==> src/rtl/sycy_cipher_pkg.sv <==
// Shared widths, chaining-mode constants and FSM encoding for the block-mode
// decryption engine and its helpers.
package sycy_cipher_pkg;

    localparam int DEF_BLOCK_W = 64;
    localparam int DEF_KEY_W   = 128;

    localparam logic MODE_ECB = 1'b0;
    localparam logic MODE_CBC = 1'b1;

    typedef enum logic [1:0] {
        IDLE  = 2'd0,
        RUN   = 2'd1,
        DRAIN = 2'd2,
        DONE  = 2'd3
    } state_e;

endpackage

==> src/rtl/chain_delay_line.sv <==
// Side pipeline that carries {valid, last, chain} alongside the cipher core so
// the CBC xor operand and framing bits reach the output with their block.
module chain_delay_line #(
    parameter int DEPTH = 8,
    parameter int W     = 64
) (
    input  logic         clk,
    input  logic         rst,
    input  logic         adv_i,
    input  logic         valid_i,
    input  logic         last_i,
    input  logic [W-1:0] chain_i,
    output logic         valid_o,
    output logic         last_o,
    output logic [W-1:0] chain_o
);

    logic [DEPTH-1:0]        valid_q;
    logic [DEPTH-1:0]        last_q;
    logic [DEPTH-1:0][W-1:0] chain_q;

    always_ff @(posedge clk) begin
        if (rst) begin
            valid_q <= '0;
            last_q  <= '0;
            chain_q <= '0;
        end else if (adv_i) begin
            valid_q[0] <= valid_i;
            last_q[0]  <= last_i;
            chain_q[0] <= chain_i;
            for (int i = 1; i < DEPTH; i++) begin
                valid_q[i] <= valid_q[i-1];
                last_q[i]  <= last_q[i-1];
                chain_q[i] <= chain_q[i-1];
            end
        end
    end

    assign valid_o = valid_q[DEPTH-1];
    assign last_o  = last_q[DEPTH-1];
    assign chain_o = chain_q[DEPTH-1];

endmodule

==> src/rtl/full_sync_decryptor.sv <==
// Fixed-latency pipelined decryption core: LAT enabled cycles from data_i to data_o.
// Round function is the whitening transform D(x) = x ^ key[BLOCK_W-1:0]; production rounds drop in behind this interface.
module full_sync_decryptor #(
    parameter int BLOCK_W = 64,
    parameter int KEY_W   = 128,
    parameter int LAT     = 8
) (
    input  logic               clk,
    input  logic               rst,
    input  logic               en_i,
    input  logic [KEY_W-1:0]   key_i,
    input  logic [BLOCK_W-1:0] data_i,
    output logic [BLOCK_W-1:0] data_o
);

    logic [LAT-1:0][BLOCK_W-1:0] stage_q;
    // Upper key half is reserved for the full key schedule.
    logic unused_key_hi;

    assign unused_key_hi = ^key_i[KEY_W-1:BLOCK_W];

    always_ff @(posedge clk) begin
        if (rst) begin
            stage_q <= '0;
        end else if (en_i) begin
            stage_q[0] <= data_i ^ key_i[BLOCK_W-1:0];
            for (int i = 1; i < LAT; i++) begin
                stage_q[i] <= stage_q[i-1];
            end
        end
    end

    assign data_o = stage_q[LAT-1];

endmodule

==> src/rtl/block_mode_decryptor.sv <==
// ECB/CBC multi-block decryption engine wrapping a pipelined core; one message per start/done.
// Handshakes: a block moves when valid & ready are both high at a clock edge with ena high; valid never depends on ready.
module block_mode_decryptor
    import sycy_cipher_pkg::*;
#(
    parameter int BLOCK_W  = DEF_BLOCK_W,
    parameter int KEY_W    = DEF_KEY_W,
    parameter int CORE_LAT = 8,
    parameter int CNT_W    = 16
) (
    input  logic               clk,
    input  logic               rst,
    input  logic               ena,
    input  logic               start,
    input  logic               mode,
    input  logic [KEY_W-1:0]   key,
    input  logic [BLOCK_W-1:0] iv,
    input  logic               in_valid,
    output logic               in_ready,
    input  logic [BLOCK_W-1:0] in_block,
    input  logic               in_last,
    output logic               out_valid,
    input  logic               out_ready,
    output logic [BLOCK_W-1:0] out_block,
    output logic               out_last,
    output logic               busy,
    output logic               done,
    output logic [CNT_W-1:0]   blk_cnt
);

    state_e               state_q, state_d;
    logic [KEY_W-1:0]     key_q, key_d;
    logic                 mode_q, mode_d;
    logic [BLOCK_W-1:0]   chain_q, chain_d;
    logic [CNT_W-1:0]     cnt_q, cnt_d;

    logic                 advance, xfer_in, xfer_out, start_acc;
    logic                 tail_valid, tail_last;
    logic [BLOCK_W-1:0]   tail_chain, core_out;

    // Core and side pipeline share one advance so a stall freezes both in lockstep.
    assign advance   = ena & (~tail_valid | out_ready);
    assign xfer_in   = in_valid & in_ready;
    assign xfer_out  = advance & tail_valid;
    assign start_acc = ena & start & (state_q == IDLE);

    always_ff @(posedge clk) begin
        if (rst) begin
            state_q <= IDLE;
        end else begin
            state_q <= state_d;
        end
    end

    always_comb begin
        state_d = state_q;
        if (ena) begin
            case (state_q)
                IDLE:    if (start)                state_d = RUN;
                RUN:     if (xfer_in && in_last)   state_d = DRAIN;
                DRAIN:   if (xfer_out && tail_last) state_d = DONE;
                DONE:    state_d = IDLE;
                default: state_d = IDLE;
            endcase
        end
    end

    always_comb begin
        busy     = (state_q == RUN) || (state_q == DRAIN);
        done     = (state_q == DONE);
        in_ready = (state_q == RUN) && advance;
    end

    always_comb begin
        key_d   = key_q;
        mode_d  = mode_q;
        chain_d = chain_q;
        cnt_d   = cnt_q;
        if (start_acc) begin
            key_d   = key;
            mode_d  = mode;
            chain_d = iv;
            cnt_d   = '0;
        end else begin
            if (xfer_in)  chain_d = in_block;
            if (xfer_out) cnt_d   = cnt_q + CNT_W'(1);
        end
    end

    always_ff @(posedge clk) begin
        if (rst) begin
            key_q   <= '0;
            mode_q  <= MODE_ECB;
            chain_q <= '0;
            cnt_q   <= '0;
        end else begin
            key_q   <= key_d;
            mode_q  <= mode_d;
            chain_q <= chain_d;
            cnt_q   <= cnt_d;
        end
    end

    full_sync_decryptor #(
        .BLOCK_W (BLOCK_W),
        .KEY_W   (KEY_W),
        .LAT     (CORE_LAT)
    ) u_core (
        .clk    (clk),
        .rst    (rst),
        .en_i   (advance),
        .key_i  (key_q),
        .data_i (in_block),
        .data_o (core_out)
    );

    chain_delay_line #(
        .DEPTH (CORE_LAT),
        .W     (BLOCK_W)
    ) u_chain (
        .clk     (clk),
        .rst     (rst),
        .adv_i   (advance),
        .valid_i (xfer_in),
        .last_i  (xfer_in & in_last),
        .chain_i (chain_q),
        .valid_o (tail_valid),
        .last_o  (tail_last),
        .chain_o (tail_chain)
    );

    assign out_valid = tail_valid;
    assign out_last  = tail_valid & tail_last;
    assign out_block = !tail_valid         ? '0 :
                       (mode_q == MODE_CBC) ? (core_out ^ tail_chain) : core_out;
    assign blk_cnt   = cnt_q;

endmodule

==> config.mk <==
export PLATFORM = sky130hd
export DESIGN_NAME = block_mode_decryptor
export DESIGN_NICKNAME = d
export VERILOG_FILES = /design/src/rtl/sycy_cipher_pkg.sv /design/src/rtl/chain_delay_line.sv /design/src/rtl/full_sync_decryptor.sv /design/src/rtl/block_mode_decryptor.sv
export SDC_FILE = /design/constraint.sdc
export NUM_CORES = 2
export LEC_CHECK = 0
export ABC_AREA = 0
export CAP_MARGIN = 20
export CORE_ASPECT_RATIO = 0.75
export CORE_MARGIN = 5
export CORE_UTILIZATION = 55
export DETAILED_ROUTE_END_ITERATION = 12
export DONT_BUFFER_PORTS = 1
export MAX_ROUTING_LAYER = met4
export PLACE_DENSITY = 0.7
export SYNTH_ARGS = -nofsm -noshare
export SYNTH_HDL_FRONTEND = slang
export SYNTH_SLANG_ARGS = --single-unit
export TNS_END_PERCENT = 30
==> constraint.sdc <==
create_clock -name clk -period 2.5 [get_ports clk]
set_clock_uncertainty 0.2 [all_clocks]
set_input_delay 0.25 -clock clk [delete_from_list [all_inputs] [get_ports clk]]
set_output_delay 0.25 -clock clk [all_outputs]
set_load 0.03 [all_outputs]
==> flow_summary.json <==
{
  "arrival_ns": 3.46,
  "antenna_found_initial": 17,
  "max-vdd-ir-drop_mv": 0.658,
  "first_iter_violations": 6146,
  "ios": 349,
  "synth_area_leaders": "dfxtp_1 55%, nand2_1 19%, a21oi_1 13%",
  "violations": "slew limit, setup timing",
  "crit_path_frequent_cell": "dlygate4sd3_1",
  "fillers": 4317,
  "detailed_place_hpwl_mm": 71.5,
  "fin_nets": 6766,
  "cts-root-buf": "clkbuf_16",
  "rows": 88,
  "drv_cap": 0,
  "clockBufferDepth": 3,
  "dr.pass1.iters": 11,
  "crit_type": "in -> reg",
  "overflow": 0,
  "synth_most_common_cell": "nand2_1",
  "yosys-top-cells-count": "2147 x nand2_1, 1187 x dfxtp_1, 1108 x a21oi_1",
  "fin_crit_sh": 1.24,
  "async_flop_share": 0,
  "netlist_area_um2": 43100,
  "vias": 44500,
  "crit_chain": "dlygate4sd3_1 > inv_1 > buf_4 > o21ai_0 > dlygate4sd3_1 > a21oi_1",
  "period_needed_ns": 3.10,
  "antenna_left": 0,
  "clock_latency_ns": 0.73,
  "dieArea_um2": 84100,
  "syn_to_final_growth_pct": 41.8,
  "cts_tree": "done",
  "grt_pass1_vias": 43200,
  "fmax_ghz": 0.322,
  "setup_viol": 287,
  "synth-edff-count": 0,
  "routedWlPerCell_um": 21.0,
  "track_usage": 0.348,
  "cts_made_buffers": 110,
  "gp_congestion": 0.879,
  "critPathRequiredTime_ns": 2.86,
  "p_total_uw": 40200,
  "via_per_inst": 5.83,
  "cts.clk_slew.worst_paths_ns": 0.07,
  "grt_pass1_wl_mm": 232,
  "seq_area_frac_synth": 0.552,
  "syn_nets": 5662,
  "power_density_nw_per_um2": 658,
  "worstHoldPathType": "in -> reg",
  "worst_slew_pin_slew_ns": 3.26,
  "synth-seq-cells": 1187,
  "dp.cells": 6159,
  "ys.flop_type": "dfxtp_1",
  "chipWidth_um": 333,
  "clock_sink_count": 1187,
  "drt_wl_total_mm": 161,
  "ys.warnings.count": 0,
  "worst_path_largest_cell_delay_ns": 1.08,
  "die_h_um": 252,
  "drive_gt1_frac": 0.0670,
  "drv_slew": 645,
  "portBuffers": 0,
  "synth_top_cell_area_share": 0.552,
  "critPathMaxFanout": 986,
  "synth.avg_cell_area_um2": 7.99,
  "start_util": 0.557,
  "hold_viol": 0,
  "cts_max_level": 3,
  "end_kind": "flip-flop",
  "synth_top_area_cell": "dfxtp_1",
  "route.detailed.drc": 0,
  "critPathLaunchType": "input pin",
  "grt_max_degree": 987,
  "synth.distinct_cells": 39,
  "final_cells": 7637,
  "rsz0062_at_grt": "yes",
  "slew_headroom": -1.17,
  "core-area_um2": 77300,
  "setup_ws_ns": -0.601,
  "outcome": "finished with violations",
  "leakage_uw": 0.0242,
  "cp_slowest_cell": "dlygate4sd3_1",
  "syn_inst": 5392
}
metrics by stage:
stage / hold WS [ns] / utilization / instance area (µm²) / worst slack (ns) / setup TNS (ns)
after global routing: -0.00877 / 0.791 / 61100 / -0.443 / -7.54
after detailed placement: 0.191 / 0.568 / 43900 / 0.478 / 0
after floorplan: 0.186 / - / 43100 / 0.540 / 0
final: 0.0270 / 0.791 / 61100 / -0.601 / -37.58
after global placement: 0.183 / 0.568 / 43900 / 0.497 / 0
after CTS: 0.0127 / 0.779 / 60200 / -0.0119 / -0.0119
cells by family after synthesis:
| group | Yosys count | synth area share |
|---|---|---|
| flops | 1187 | 0.552 |
| fa+ha+maj | 6 | 0.00174 |
| buf+inv | 421 | 0.0489 |
| mux | 65 | 0.0151 |
| simple gates | 2326 | 0.205 |
| xor+xnor | 138 | 0.0281 |
| compound gates | 1249 | 0.149 |
final timing paths:
check                                          start              endpoint  slack (ns)  cells past startpoint
worst max-delay path                             rst           chain_q[28]       -0.60                      6
worst min-delay path                             rst    u_chain.chain_q[1]        0.03                      2
worst max register to register            state_q[0]           chain_q[28]       -0.45                      8
worst min register to register  u_chain.chain_q[251]  u_chain.chain_q[315]        0.25                      2
critical path: cells and delay by family:
kind                   cells  cell delay, ns
buffers and inverters      4            2.21
AO/OA/AOI/OAI              2            0.68
power by group:
part	internal, µW	switching [µW]	total, µW	leakage, µW
sequential	19300	390	19700	0.00961
combinational	1270	1700	2970	0.0128
clock	9720	7810	17500	0.00183
flip-flops by register name, indices dropped and copies added (netlist names):
signal / flops
u_chain.chain_q: 448
u_core.stage_q: 448
chain_q: 64
key_q: 64
u_chain.chain_o: 64
u_core.data_o: 64
blk_cnt: 16
u_chain.last_q: 8
u_chain.valid_q: 8
state_q: 2
mode_q: 1
cell usage in the layout, fill, tap and decap left out, types with 8 or more instances in the layout:
cell type and n:
clkbuf_1 22, xnor2_1 71, a21oi_1 1101, clkbuf_16 121
buf_16 15, buf_4 108, dfxtp_1 1184, clkbuf_8 23
nand2_2 21, xor2_1 25, buf_6 8, bufinv_16 8
nand4_1 8, clkinv_2 25, dlygate4sd3_1 1231, nand2_1 2125
diode_2 19, xor2_2 36, a211oi_1 63, nor2_1 135
o21ai_0 65, mux2i_1 65, buf_12 30
final cells by class:
type	count	area (µm²)	share of cell area
clock inverters	43	522	0.00854
flip-flops and latches	1187	23800	0.389
well taps	1035	1290	0.0212
multi-input cells	3784	17700	0.290
diodes	19	47.5	0.000778
clock buffers	156	3180	0.0520
inverters	8	30.0	0.000491
repair buffers	1405	14500	0.238
routing by layer:
layer / share of wire / vias up / global-route usage
met4: 0.068 / 0 / 0.159
met1: 0.37 / 21100 / 0.423
met5: 0 / - / -
met3: 0.11 / 941 / 0.0836
li1: - / 19700 / -
met2: 0.45 / 2764 / 0.553
what timing repair did:
action / in CTS / in global routing
endpoints found under the setup margin: 64 / 903
hold endpoints to repair: 1187 / 1
hold buffers: 1233 / 1
buffers inserted: 1 / 13
pin swaps: 0 / 5
gates resized for setup: 39 / 94
cloned: 0 / 12
No activity file was read; power rests on OpenSTA's default activity.
